==> src/rtl/serie_pkg.sv <==
// Shared definitions for the serial transmitter and its companion
// serial-to-parallel converter: frame states and the data width.
package serie_pkg;

   localparam int N_BITS_DATO = 8;

   typedef enum logic [2:0] {
      REPOSO,
      INICIO,
      DATOS,
      PARIDAD,
      PARADA
   } estado_t;

   // Even parity: the extra bit makes the total count of ones even.
   function automatic logic paridad_par(input logic [N_BITS_DATO-1:0] d);
      return ^d;
   endfunction

endpackage

==> src/rtl/generador_baudios.sv <==
// Bit-period timer. Counts clk cycles inside one serial bit while enabled and
// flags the interesting positions of the count. Flags that feed registered
// outputs are raised one cycle early so the registered copy lands on time.
module generador_baudios #(
   parameter int CLKS_POR_BIT = 16
) (
   input  logic clk,
   input  logic rst_n,
   input  logic habilitar,
   output logic tick,
   output logic medio,
   output logic pre_tick
);

   localparam int ANCHO = $clog2(CLKS_POR_BIT);
   localparam logic [ANCHO-1:0] ULTIMO     = ANCHO'(CLKS_POR_BIT - 1);
   localparam logic [ANCHO-1:0] PENULTIMO  = ANCHO'(CLKS_POR_BIT - 2);
   localparam logic [ANCHO-1:0] ANTE_MEDIO = ANCHO'(CLKS_POR_BIT / 2 - 1);

   logic [ANCHO-1:0] cnt;

   // Cycle counter within the bit: held at zero while idle, wraps on the last cycle.
   always_ff @(posedge clk or negedge rst_n) begin
      if (!rst_n) begin
         cnt <= '0;
      end else if (!habilitar) begin
         cnt <= '0;
      end else if (cnt == ULTIMO) begin
         cnt <= '0;
      end else begin
         cnt <= cnt + ANCHO'(1);
      end
   end

   // tick marks the last cycle of the bit; medio and pre_tick mark the cycle
   // before the mid-point and the cycle before the last one respectively.
   assign tick     = habilitar && (cnt == ULTIMO);
   assign medio    = habilitar && (cnt == ANTE_MEDIO);
   assign pre_tick = habilitar && (cnt == PENULTIMO);

endmodule

==> src/rtl/transmisor_serie.sv <==
// Framed parallel-to-serial transmitter: start bit, 8 data bits LSB first,
// optional even parity, stop bit. Also produces the mid-bit sample strobe
// used by the downstream shift register.
module transmisor_serie
   import serie_pkg::*;
#(
   parameter int CLKS_POR_BIT = 16,
   parameter bit PARIDAD_EN   = 1'b0
) (
   input  logic                   clk,
   input  logic                   rst_n,
   input  logic [N_BITS_DATO-1:0] dato_in,
   input  logic                   cargar,
   output logic                   listo,
   output logic                   dato,
   output logic                   bit_control,
   output logic                   ocupado,
   output logic                   fin_trama
);

   estado_t                estado;
   logic [N_BITS_DATO-1:0] shreg;
   logic [2:0]             idx;
   logic                   habilitar;
   logic                   tick;
   logic                   medio;
   logic                   pre_tick;

   // The bit timer only runs while a frame is on the line.
   assign habilitar = (estado != REPOSO);

   generador_baudios #(
      .CLKS_POR_BIT(CLKS_POR_BIT)
   ) u_baudios (
      .clk      (clk),
      .rst_n    (rst_n),
      .habilitar(habilitar),
      .tick     (tick),
      .medio    (medio),
      .pre_tick (pre_tick)
   );

   // Frame sequencer with all outputs registered; strobes are computed from
   // the early timer flags so they are high during the intended cycle.
   always_ff @(posedge clk or negedge rst_n) begin
      if (!rst_n) begin
         estado      <= REPOSO;
         shreg       <= '0;
         idx         <= '0;
         dato        <= 1'b1;
         listo       <= 1'b1;
         ocupado     <= 1'b0;
         bit_control <= 1'b0;
         fin_trama   <= 1'b0;
      end else begin
         bit_control <= (estado == DATOS) && medio;
         fin_trama   <= (estado == PARADA) && pre_tick;
         case (estado)
            REPOSO: begin
               if (cargar) begin
                  shreg   <= dato_in;
                  estado  <= INICIO;
                  dato    <= 1'b0;
                  listo   <= 1'b0;
                  ocupado <= 1'b1;
               end
            end
            INICIO: begin
               if (tick) begin
                  estado <= DATOS;
                  idx    <= '0;
                  dato   <= shreg[0];
               end
            end
            DATOS: begin
               if (tick) begin
                  if (idx == 3'd7) begin
                     if (PARIDAD_EN) begin
                        estado <= PARIDAD;
                        dato   <= paridad_par(shreg);
                     end else begin
                        estado <= PARADA;
                        dato   <= 1'b1;
                     end
                  end else begin
                     idx  <= idx + 3'd1;
                     dato <= shreg[idx + 3'd1];
                  end
               end
            end
            PARIDAD: begin
               if (tick) begin
                  estado <= PARADA;
                  dato   <= 1'b1;
               end
            end
            PARADA: begin
               if (tick) begin
                  estado  <= REPOSO;
                  dato    <= 1'b1;
                  listo   <= 1'b1;
                  ocupado <= 1'b0;
               end
            end
            default: begin
               estado <= REPOSO;
               dato   <= 1'b1;
            end
         endcase
      end
   end

endmodule

==> config.mk <==
export PLATFORM = sky130hd
export DESIGN_NAME = transmisor_serie
export DESIGN_NICKNAME = d
export VERILOG_FILES = /design/src/rtl/serie_pkg.sv /design/src/rtl/generador_baudios.sv /design/src/rtl/transmisor_serie.sv
export SDC_FILE = /design/constraint.sdc
export NUM_CORES = 1
export LEC_CHECK = 0
export ABC_AREA = 1
export BUFFER_PORTS_ARGS = -buffer_cell sky130_fd_sc_hd__buf_2
export CORE_ASPECT_RATIO = 0.7
export CORE_MARGIN = 2
export CORE_UTILIZATION = 50
export CTS_CLUSTER_SIZE = 25
export DETAILED_ROUTE_END_ITERATION = 10
export PLACE_DENSITY = 0.71
export SETUP_SLACK_MARGIN = 0.05
export SYNTH_ARGS = -nofsm -noshare
export SYNTH_HDL_FRONTEND = slang
export SYNTH_SLANG_ARGS = --single-unit
==> constraint.sdc <==
create_clock -name clk -period 2.1 [get_ports clk]
set_clock_uncertainty 0.2 [all_clocks]
set_input_delay 0.21 -clock clk [delete_from_list [all_inputs] [get_ports clk]]
set_output_delay 0.21 -clock clk [all_outputs]
set_load 0.02 [all_outputs]
==> results.md <==
- Outcome: completed
- CTS Root Buffer Type: clkbuf_4
- CP startpoint kind: flip-flop
- Share of cells above drive strength 1: 20.25%
- # diodes: 0
- M1 WL: approximately 1.1 mm
- Sequential-to-total area share from yosys stat: 51.16%
- R2R Setup Slk: 0.32 ns
- Via density: 4.759
- Req. time, crit path: 2.15 ns
- Element type at the critical path end: flip-flop
- Total gr overflow: 0
- CTS tree: built
- Initial antenna violation count: 0
- Final wirelength: roughly 2.2 mm
- Slew HR: 67.20%
- Placed Cells: 182
- Tcrit/Tclk final: 84.55%
- Power per Cell Area: 1099 nW/um2
- Peak supply drop: 0.0006213 V
- Setup Crit Path Kind: reg -> reg
- Max Cap Violations: 0
- Post-Layout Cell Count: 195
- Seq cells post-synth: 23
- Met3 routed WL: 106 um
- Worst skew pair latency: 0.31 ns
- Post-CTS setup buffers: 0
- Die ar.: 2662 um2
- Hold_buf cts: 9
- Via count: between 900 and 1000
- Num rows: 14
- Clock buffer depth: 2
- Starting Density: 52.87%
- Final setup viols: 0
- CP Max Fanout: 7
- Synth Flop Type: dfrtp_1
- Final min period: 1.775 ns
- Synthesized instance count: ~140
- Clock transition at path regs: ~0.12 ns
- Total power: 1485 uW
- Worst EP arrival: 1.83 ns
- Syn nets: 151
- Final worst slack: ~0.32 ns
- Syn. warnings: 0
- Core footprint: between 2000 and 2500 um2
- Crit path cell chain: ha_1 > ha_1 > inv_1 > nand3_1 > nand2_1 > nor2_1 > nor2_1 > a21oi_1
- Critical path's slowest cell: dfrtp_1
- HPWL after DPL: 1.572 mm
- Slew @ Worst Pin: a little under 0.5 ns
- Yosys cell types: 21
- Total clock sinks: 23
- Final Wtd Congestion: between 0.7 and 0.8
- Post-Syn Area: ~1100 um2
- RSZ-0062 raised after global routing: no
- Remaining DRCs: 0
- WL per Instance: 11.35 um
- ANT nets after route: 0
- Die Ht: 43.77 um
- FFs w/ async S/R, synth: between 90% and 100%
- Vias in the first global route: 916
- Input/output buffers: 15
- Worst path bufs/invs: 1
- Crit-path max cell delay: 0.47 ns
- H-tree levels: 1
- Hold Slack: between 0.15 and 0.2 ns
- Routed wl met2: between 1 and 1.5 mm
- Post-synth EDFFs: 0
- Post-Place Setup Slack: between 0.3 and 0.4 ns
- GRT Total Usage: 20.21%
- Crit path max-delay family: adder cells
- Total Neg Setup Slack: 0 ns
- First-pass GRT wire length: ~4 mm
- Synth Area per Inst: 8.308 um2
- Syn-to-layout area delta: 19.60%
- Post-CTS Resized: 0
- DRT Pass-1 Iters: 4
- IO Pins: 16
- Worst min path class: in -> reg
- Final nets: between 150 and 200
- Largest net degree at the start of global routing: 24
- CTS Buf Count: 3
- Die width: 60.82 um
- Hold Fails Final Rpt: 0
- 1st-iter DRT viols: between 40 and 50
- Final Slew Violations: 0
- Highest metal used: met4
- Static Leakage: 0.0007013 uW
- Peak Freq: 563.2 MHz
## final timing paths
check,startpoint,depth (start not counted),endpoint
min reg2reg,u_baudios.cnt[0],1,u_baudios.cnt[0]
min,cargar,3,estado[0]
max in group asynchronous,rst_n,2,listo
max reg2reg,idx[0],8,dato
max,idx[0],8,dato
min in group asynchronous,rst_n,2,idx[2]
## worst reg2reg max path, delay by kind of cell (launching register included)
| family | cells | cell delay [ns] |
|---|---|---|
| AOI/OAI and AO/OA | 1 | 0.14 |
| and+or+nand+nor | 4 | 0.27 |
| adders and majority gates | 2 | 0.58 |
| buffers and inverters | 1 | 0.07 |
| DFF | 1 | 0.47 |
## sequential cells by signal (all words and copies together) (netlist names)
register / cells
bit_control: 1
ocupado: 1
u_baudios.cnt: 4
fin_trama: 1
shreg: 8
dato: 1
listo: 1
estado: 3
idx: 3
## metal layers
metal  track usage [%]  vias up
li1                  -      477
met1             28.82      425
met2             31.40       24
met3             5.373        2
met4             3.913        0
met5                 0        -
## synthesized netlist by cell type (2+ instances only)
cell / instances / area share, %
a21oi_1: 3 / 1.3
dfrtp_1: 21 / 47
dfstp_2: 2 / 4.7
ha_1: 4 / 4.4
inv_1: 14 / 4.7
nand2_1: 51 / 17
nand2_2: 4 / 2.2
nand3_1: 8 / 3.5
nand3_2: 2 / 1.8
nor2_1: 10 / 3.3
nor2_4: 2 / 2.0
o21ai_0: 2 / 0.89
o21ai_1: 5 / 2.2
## final cells by class
type | count | area, um2
clock buffer | 3 | 22.52
fill | 195 | 785.8
clock inverter | 1 | 5.005
tap | 32 | 40.04
inverter | 16 | 65.06
multi-input combinational | 96 | 475.5
timing repair buffer | 24 | 165.2
sequential | 23 | 578.1
## report_power, final
group          total, uW  internal [uW]  switching [uW]
Combinational        569            205             364
Clock                202           71.2             131
Sequential           714            594             120
Total               1490            871             615
## metrics by stage
| step | utilization (%) | area (um2) |
|---|---|---|
| finish | 63.23 | 1351 |
| global route | 63.23 | 1351 |
| CTS | 63.23 | 1351 |
| detailed placement | 57.73 | 1234 |
| global placement | 57.73 | 1234 |
| floorplan | - | 1130 |
## cell usage in the layout, fill, tap and decap left out
cell type,netlist,final
o21ai_1,5,5
nand3_2,2,2
inv_1,14,14
inv_6,1,1
nand2_2,4,4
dfstp_2,2,2
a21oi_1,3,3
nand2_4,1,1
inv_2,1,1
nor2_4,2,2
xor2_1,1,1
ha_1,4,4
nor2_2,1,1
nand2_1,51,51
clkinv_2,0,1
nand3_1,8,8
dfrtp_1,21,21
clkbuf_4,0,3
buf_2,0,15
o22ai_1,1,1
dlygate4sd3_1,0,9
nor4_1,1,1
o21ai_0,2,2
nor2_1,10,10
## logic make-up (layout without fill, tap and decap cells)
logic type                 after synthesis  in the layout  synth area share [%]
and+or+nand+nor                         80             80                 31.89
AOI/OAI and AO/OA                       11             11                 4.983
buffers and inverters                   17             44                 6.755
DFF                                     23             23                 51.16
adders and majority gates                4              4                 4.430
xor gates and xnor gates                 1              1                0.7753
(Power assumes the default switching activity.)
